`src/rtl/rr_arbiter4.sv`:
```
// Four-way round-robin arbiter with a per-owner hold limit and a one-cycle
// bubble between owners.
module rr_arbiter4 #(
  parameter int unsigned MAX_HOLD = 8
) (
  input  logic       clk,
  input  logic       rst,
  input  logic       en,
  input  logic [3:0] req,
  output logic [3:0] gnt,
  output logic [1:0] gnt_idx,
  output logic       busy,
  output logic       timeout
);

  localparam int unsigned N_REQ  = 4;
  localparam int unsigned IDX_W  = 2;
  localparam int unsigned CNT_W  = 8;
  localparam logic [CNT_W-1:0] HOLD_LAST = CNT_W'(MAX_HOLD - 1);

  typedef enum logic {
    S_IDLE  = 1'b0,
    S_GRANT = 1'b1
  } state_t;

  state_t             r_state;
  logic [IDX_W-1:0]   r_ptr;
  logic [CNT_W-1:0]   r_hold_cnt;
  logic [N_REQ-1:0]   r_gnt;
  logic [IDX_W-1:0]   r_gnt_idx;
  logic               r_busy;
  logic               r_timeout;

  state_t             w_state_nxt;
  logic [IDX_W-1:0]   w_ptr_nxt;
  logic [CNT_W-1:0]   w_hold_nxt;
  logic [N_REQ-1:0]   w_gnt_nxt;
  logic [IDX_W-1:0]   w_idx_nxt;
  logic               w_busy_nxt;
  logic               w_timeout_nxt;
  logic               w_found;
  logic [IDX_W-1:0]   w_win;
  logic [IDX_W-1:0]   w_cand;

  // State and output registers
  always_ff @(posedge clk) begin
    if (rst) begin
      r_state    <= S_IDLE;
      r_ptr      <= '0;
      r_hold_cnt <= '0;
      r_gnt      <= '0;
      r_gnt_idx  <= '0;
      r_busy     <= 1'b0;
      r_timeout  <= 1'b0;
    end else begin
      r_state    <= w_state_nxt;
      r_ptr      <= w_ptr_nxt;
      r_hold_cnt <= w_hold_nxt;
      r_gnt      <= w_gnt_nxt;
      r_gnt_idx  <= w_idx_nxt;
      r_busy     <= w_busy_nxt;
      r_timeout  <= w_timeout_nxt;
    end
  end

  // Winner search from ptr upward, then next-state and output decode
  always_comb begin
    w_state_nxt   = r_state;
    w_ptr_nxt     = r_ptr;
    w_hold_nxt    = r_hold_cnt;
    w_gnt_nxt     = r_gnt;
    w_idx_nxt     = r_gnt_idx;
    w_busy_nxt    = r_busy;
    w_timeout_nxt = 1'b0;
    w_found       = 1'b0;
    w_win         = '0;
    w_cand        = '0;

    for (int k = 0; k < N_REQ; k++) begin
      w_cand = r_ptr + IDX_W'(k);
      if (!w_found && req[w_cand]) begin
        w_found = 1'b1;
        w_win   = w_cand;
      end
    end

    case (r_state)
      S_IDLE: begin
        w_gnt_nxt  = '0;
        w_busy_nxt = 1'b0;
        w_hold_nxt = '0;
        if (en && w_found) begin
          w_state_nxt = S_GRANT;
          w_gnt_nxt   = N_REQ'(1) << w_win;
          w_idx_nxt   = w_win;
          w_busy_nxt  = 1'b1;
        end
      end
      S_GRANT: begin
        if (!en || !req[r_gnt_idx] || (r_hold_cnt == HOLD_LAST)) begin
          // Disable and request drop take priority over the hold limit
          w_state_nxt   = S_IDLE;
          w_gnt_nxt     = '0;
          w_busy_nxt    = 1'b0;
          w_hold_nxt    = '0;
          w_ptr_nxt     = r_gnt_idx + IDX_W'(1);
          w_timeout_nxt = en && req[r_gnt_idx];
        end else begin
          w_hold_nxt = r_hold_cnt + CNT_W'(1);
        end
      end
      default: begin
        w_state_nxt = S_IDLE;
        w_gnt_nxt   = '0;
        w_busy_nxt  = 1'b0;
        w_hold_nxt  = '0;
      end
    endcase
  end

  assign gnt     = r_gnt;
  assign gnt_idx = r_gnt_idx;
  assign busy    = r_busy;
  assign timeout = r_timeout;

endmodule

```
`config.mk`:
```
export PLATFORM = sky130hd
export DESIGN_NAME = rr_arbiter4
export DESIGN_NICKNAME = d
export VERILOG_FILES = /design/src/rtl/rr_arbiter4.sv
export SDC_FILE = /design/constraint.sdc
export NUM_CORES = 1
export LEC_CHECK = 0
export CAP_MARGIN = 10
export CORE_MARGIN = 8
export CORE_UTILIZATION = 54
export CTS_CLUSTER_DIAMETER = 80
export DETAILED_ROUTE_END_ITERATION = 7
export PLACE_DENSITY = 0.81
export SYNTH_ARGS = -nofsm -noshare
export SYNTH_HDL_FRONTEND = slang
export SYNTH_SLANG_ARGS = --single-unit
```
`constraint.sdc`:
```
create_clock -name clk -period 2.9 [get_ports clk]
set_input_delay 0.87 -clock clk [delete_from_list [all_inputs] [get_ports clk]]
set_output_delay 0.87 -clock clk [all_outputs]
set_load 0.02 [all_outputs]
```
==> summary.md <==
For the total overflow reported by the global router, the log shows 0. The run gives 102 as the net count of the mapped netlist. Clock tree synthesis inserted a total of 3 buffers. For the final database, setup skew stands at 0.00608 ns. The flow ran to the end, and the final reports show no timing, DRC or antenna violations. The core region is 1520 um^2. The count of hold buffers inserted by post-cts repair was 0; the number of violations of the max-capacitance limit was 0.

Setup repair after global routing left no endpoint under its margin. The run gives 0.577 as the effective utilization at floorplan. The filler cells instantiated in the layout total 129. The number of placed instances, taps included, is 122. The largest individual stage delay along the critical path comes from the cell sky130_fd_sc_hd__clkdlybuf4s50_1. For this run, the detailed router's first-pass iteration total came to 4. The floorplan step defined a die boundary enclosing 3180 um^2. TritonCTS built the clock tree. Once the clock tree was built, the resizer swapped 0 gates to a different size. The number of I/O port buffers is 14. The root buffer selected by CTS is sky130_fd_sc_hd__clkbuf_4.

The routed length per instance works out to 14.5 um. The share of the clock period used by the worst path works out to 0.814. The clock insertion delay at the later pin of the skew report is 0.31 ns, and the final instance count without filler cells is 126. Final-report max-slew violation count: 0. STA classifies the critical path startpoint as a flop. The logs give 0.470 ns for the worst slack on hold paths and 0 for the residual DRC count.

The global routing usage summed across all routing layers is 0.121. Yosys printed 0 warnings. The logs give 0 for the number of antenna violations at the first check in global routing and 0 ns for the final sum of negative setup slack.

By startpoint and endpoint, the worst setup path is classified as reg -> out. The tools report the maximum operating frequency as 424 MHz. The vertical extent of the die works out to 56.4 um.

In this run the worst path has a maximum fanout of 6. After clock tree synthesis, the clock-pin slew on the worst setup and hold paths is 0.11 ns. In this run the mean area of a mapped cell was 9.36 um^2.

The sequential standard cell area was 380 um^2. The run gives 16 as the number of design-rule violations left by the first detailed-router iteration. Ranked by total cell area, the synthesized netlist is headed by sky130_fd_sc_hd__dfxtp_1 (43%), sky130_fd_sc_hd__xnor2_1 (5.0%), sky130_fd_sc_hd__nor2_1 (4.7%), sky130_fd_sc_hd__nor4b_2 (3.4%), sky130_fd_sc_hd__nand2_1 (3.0%). The tools report the post-CTS setup buffer count as 0.

VDD sags by at most 0.300 mV. For the worst max-slew margin expressed relative to the limit, the log shows 0.565. The share of synthesized area occupied by flip-flops and latches came out at 0.432. The run gives 707 as the via count of the first global-routing pass. The die width came out at 56.4 um.

Summing all multi-input logic gate instances after layout gives 472 um^2. In this run the core area contains 14 standard-cell rows. The mapped netlist covers 880 um^2.

Entering global routing, the biggest net connects 12 pins. The fraction of layout instances using a drive strength above 1 was 0.0909; the portion of synthesized cell area occupied by the leading cell type was 0.432. Grouping stages by cell kind, the critical path spends the most delay in buffers and inverters.

For this block, the via count after detailed routing is 761. The first global-routing pass estimated 3130 um of wire. The startpoint identified for the worst register-to-register timing path is r_hold_cnt[4].

During I/O placement, the number of pins put on the boundary was 15. Synthesis produced a netlist whose cell count is 94. The largest stage delay on the critical path works out to 0.67 ns.

The area growth from synthesis to layout is 20.3%. The critical path goes through clkdlybuf4s50_1. Synthesis instantiated 35 different standard cells from the library.

The worst hold path begins at gnt[1]. Summed over all cells, the static leakage comes to 0.385 nW. In this run the worst setup path begins at gnt_idx[0]. Counting flops and latches in the post-synthesis netlist gives 19. Using the TritonRoute via totals, the vias-per-cell ratio works out to 6.04. Setup violations remaining at the end of the flow were counted as 0. The routability-driven placement congestion ratio was 0.863. The transition time at the pin with the least slew margin was 0.651 ns. The hold violation count in the final report was 0; the post-detailed-routing wire length was 1830 um. sky130_fd_sc_hd__dfxtp_1 takes more of the synthesized area than any other cell.

The number of buffers and inverters on the critical path was 1; the post-route total power was 0.493 mW. The worst hold path belongs to the class reg -> reg. The sum of net half-perimeters after detailed placement came out at 1420 um. The nature of the critical path endpoint is an output pin. The tools report the remaining antenna violation count as 0.

The longest clock path from root to sink contains 2 buffers. The power density over the cells came out at 466 nW/um^2. The clock drives 19 sinks. For the finished layout, the period the worst path requires is 2.36 ns. The tools report the worst endpoint data arrival time as 1.49 ns. The logs give 2.03 ns for the required time reported for the critical path endpoint and 119 for the post-layout net count. The number of H-tree levels is 1, and the count of antenna diodes in the layout is 0.
[stage by stage]
| step | setup slack, ns | utilization | area (um^2) |
|---|---|---|---|
| after floorplan | 0.934 | - | 880 |
| after global placement | 0.396 | 0.677 | 1030 |
| after detailed placement | 0.326 | 0.677 | 1030 |
| after CTS | 0.541 | 0.695 | 1060 |
| after global routing | 0.510 | 0.695 | 1060 |
| final | 0.540 | 0.695 | 1060 |
[where the power goes]
| group | internal (mW) | switching [mW] | total, mW |
|---|---|---|---|
| clock network | 0.0516 | 0.0852 | 0.137 |
| logic | 0.0366 | 0.0403 | 0.0769 |
| registers | 0.270 | 0.00957 | 0.280 |
[final cells by class]
cell class | count | area share
clock buffer | 3 | 0.0213
tap | 16 | 0.0189
timing repair buffer | 14 | 0.132
sequential | 19 | 0.359
multi-input combinational | 68 | 0.446
inverter | 5 | 0.0177
clock inverter | 1 | 0.00473
[synthesized netlist by cell type]
master,number
sky130_fd_sc_hd__a211oi_1,2
sky130_fd_sc_hd__a21o_1,1
sky130_fd_sc_hd__a21oi_1,3
sky130_fd_sc_hd__a221oi_1,2
sky130_fd_sc_hd__a32o_1,2
sky130_fd_sc_hd__and2_1,1
sky130_fd_sc_hd__and3_1,1
sky130_fd_sc_hd__buf_2,1
sky130_fd_sc_hd__clkbuf_1,1
sky130_fd_sc_hd__dfxtp_1,19
sky130_fd_sc_hd__ha_1,1
sky130_fd_sc_hd__inv_1,5
sky130_fd_sc_hd__mux2i_1,2
sky130_fd_sc_hd__nand2_1,7
sky130_fd_sc_hd__nand2b_1,1
sky130_fd_sc_hd__nand3_1,3
sky130_fd_sc_hd__nand3b_1,2
sky130_fd_sc_hd__nand4_1,1
sky130_fd_sc_hd__nand4b_4,1
sky130_fd_sc_hd__nor2_1,11
sky130_fd_sc_hd__nor2b_1,2
sky130_fd_sc_hd__nor3_1,2
sky130_fd_sc_hd__nor4b_2,2
sky130_fd_sc_hd__o21a_1,1
sky130_fd_sc_hd__o21ai_0,1
sky130_fd_sc_hd__o21ai_1,1
sky130_fd_sc_hd__o22a_1,1
sky130_fd_sc_hd__o22ai_1,1
sky130_fd_sc_hd__o32ai_1,3
sky130_fd_sc_hd__or2_2,2
sky130_fd_sc_hd__or3_1,1
sky130_fd_sc_hd__or3_4,1
sky130_fd_sc_hd__or4_1,2
sky130_fd_sc_hd__xnor2_1,5
sky130_fd_sc_hd__xor2_1,2
[final timing paths]
check | slack (ns) | cells after the start | to
hold reg to reg | 0.47 | 2 | gnt[1]
setup reg to reg | 1.24 | 4 | gnt[1]
hold / removal | 0.47 | 2 | gnt[1]
setup / recovery | 0.54 | 1 | gnt_idx[0]
[cell usage in the layout, fill, tap and decap left out, types with 2 or more instances in the layout]
cell	count
sky130_fd_sc_hd__xor2_1	2
sky130_fd_sc_hd__o32ai_1	3
sky130_fd_sc_hd__nor2b_1	2
sky130_fd_sc_hd__mux2i_1	2
sky130_fd_sc_hd__nor2_1	11
sky130_fd_sc_hd__inv_1	5
sky130_fd_sc_hd__or2_2	2
sky130_fd_sc_hd__a32o_1	2
sky130_fd_sc_hd__nand2_1	7
sky130_fd_sc_hd__clkbuf_4	3
sky130_fd_sc_hd__a221oi_1	2
sky130_fd_sc_hd__xnor2_1	5
sky130_fd_sc_hd__nand3_1	3
sky130_fd_sc_hd__clkdlybuf4s50_1	14
sky130_fd_sc_hd__dfxtp_1	19
sky130_fd_sc_hd__or4_1	2
sky130_fd_sc_hd__a211oi_1	2
sky130_fd_sc_hd__nor3_1	2
sky130_fd_sc_hd__a21oi_1	3
sky130_fd_sc_hd__nand3b_1	2
sky130_fd_sc_hd__nor4b_2	2
[kinds of logic (layout without fill, tap and decap cells)]
| family | count (synthesis) | after routing | synth area share |
|---|---|---|---|
| buf+inv | 7 | 23 | 0.0313 |
| mux | 2 | 2 | 0.0228 |
| xor+xnor | 7 | 7 | 0.0697 |
| compound gates | 18 | 18 | 0.152 |
| fa+ha+maj | 1 | 1 | 0.0142 |
| simple gates | 40 | 40 | 0.277 |
| flops | 19 | 19 | 0.432 |
[flip-flops by register name, indices dropped and copies added (netlist names)]
name and flops:
busy 1, r_state 1, gnt 4, timeout 1
gnt_idx 2, r_ptr 2, r_hold_cnt 8
[routing by layer]
layer / track usage / routed length [um]
met5: 0 / 0
met4: 0.0756 / 62
met3: 0.0562 / 179
met2: 0.176 / 783
met1: 0.139 / 802
Power figures use the tool's default switching activity.
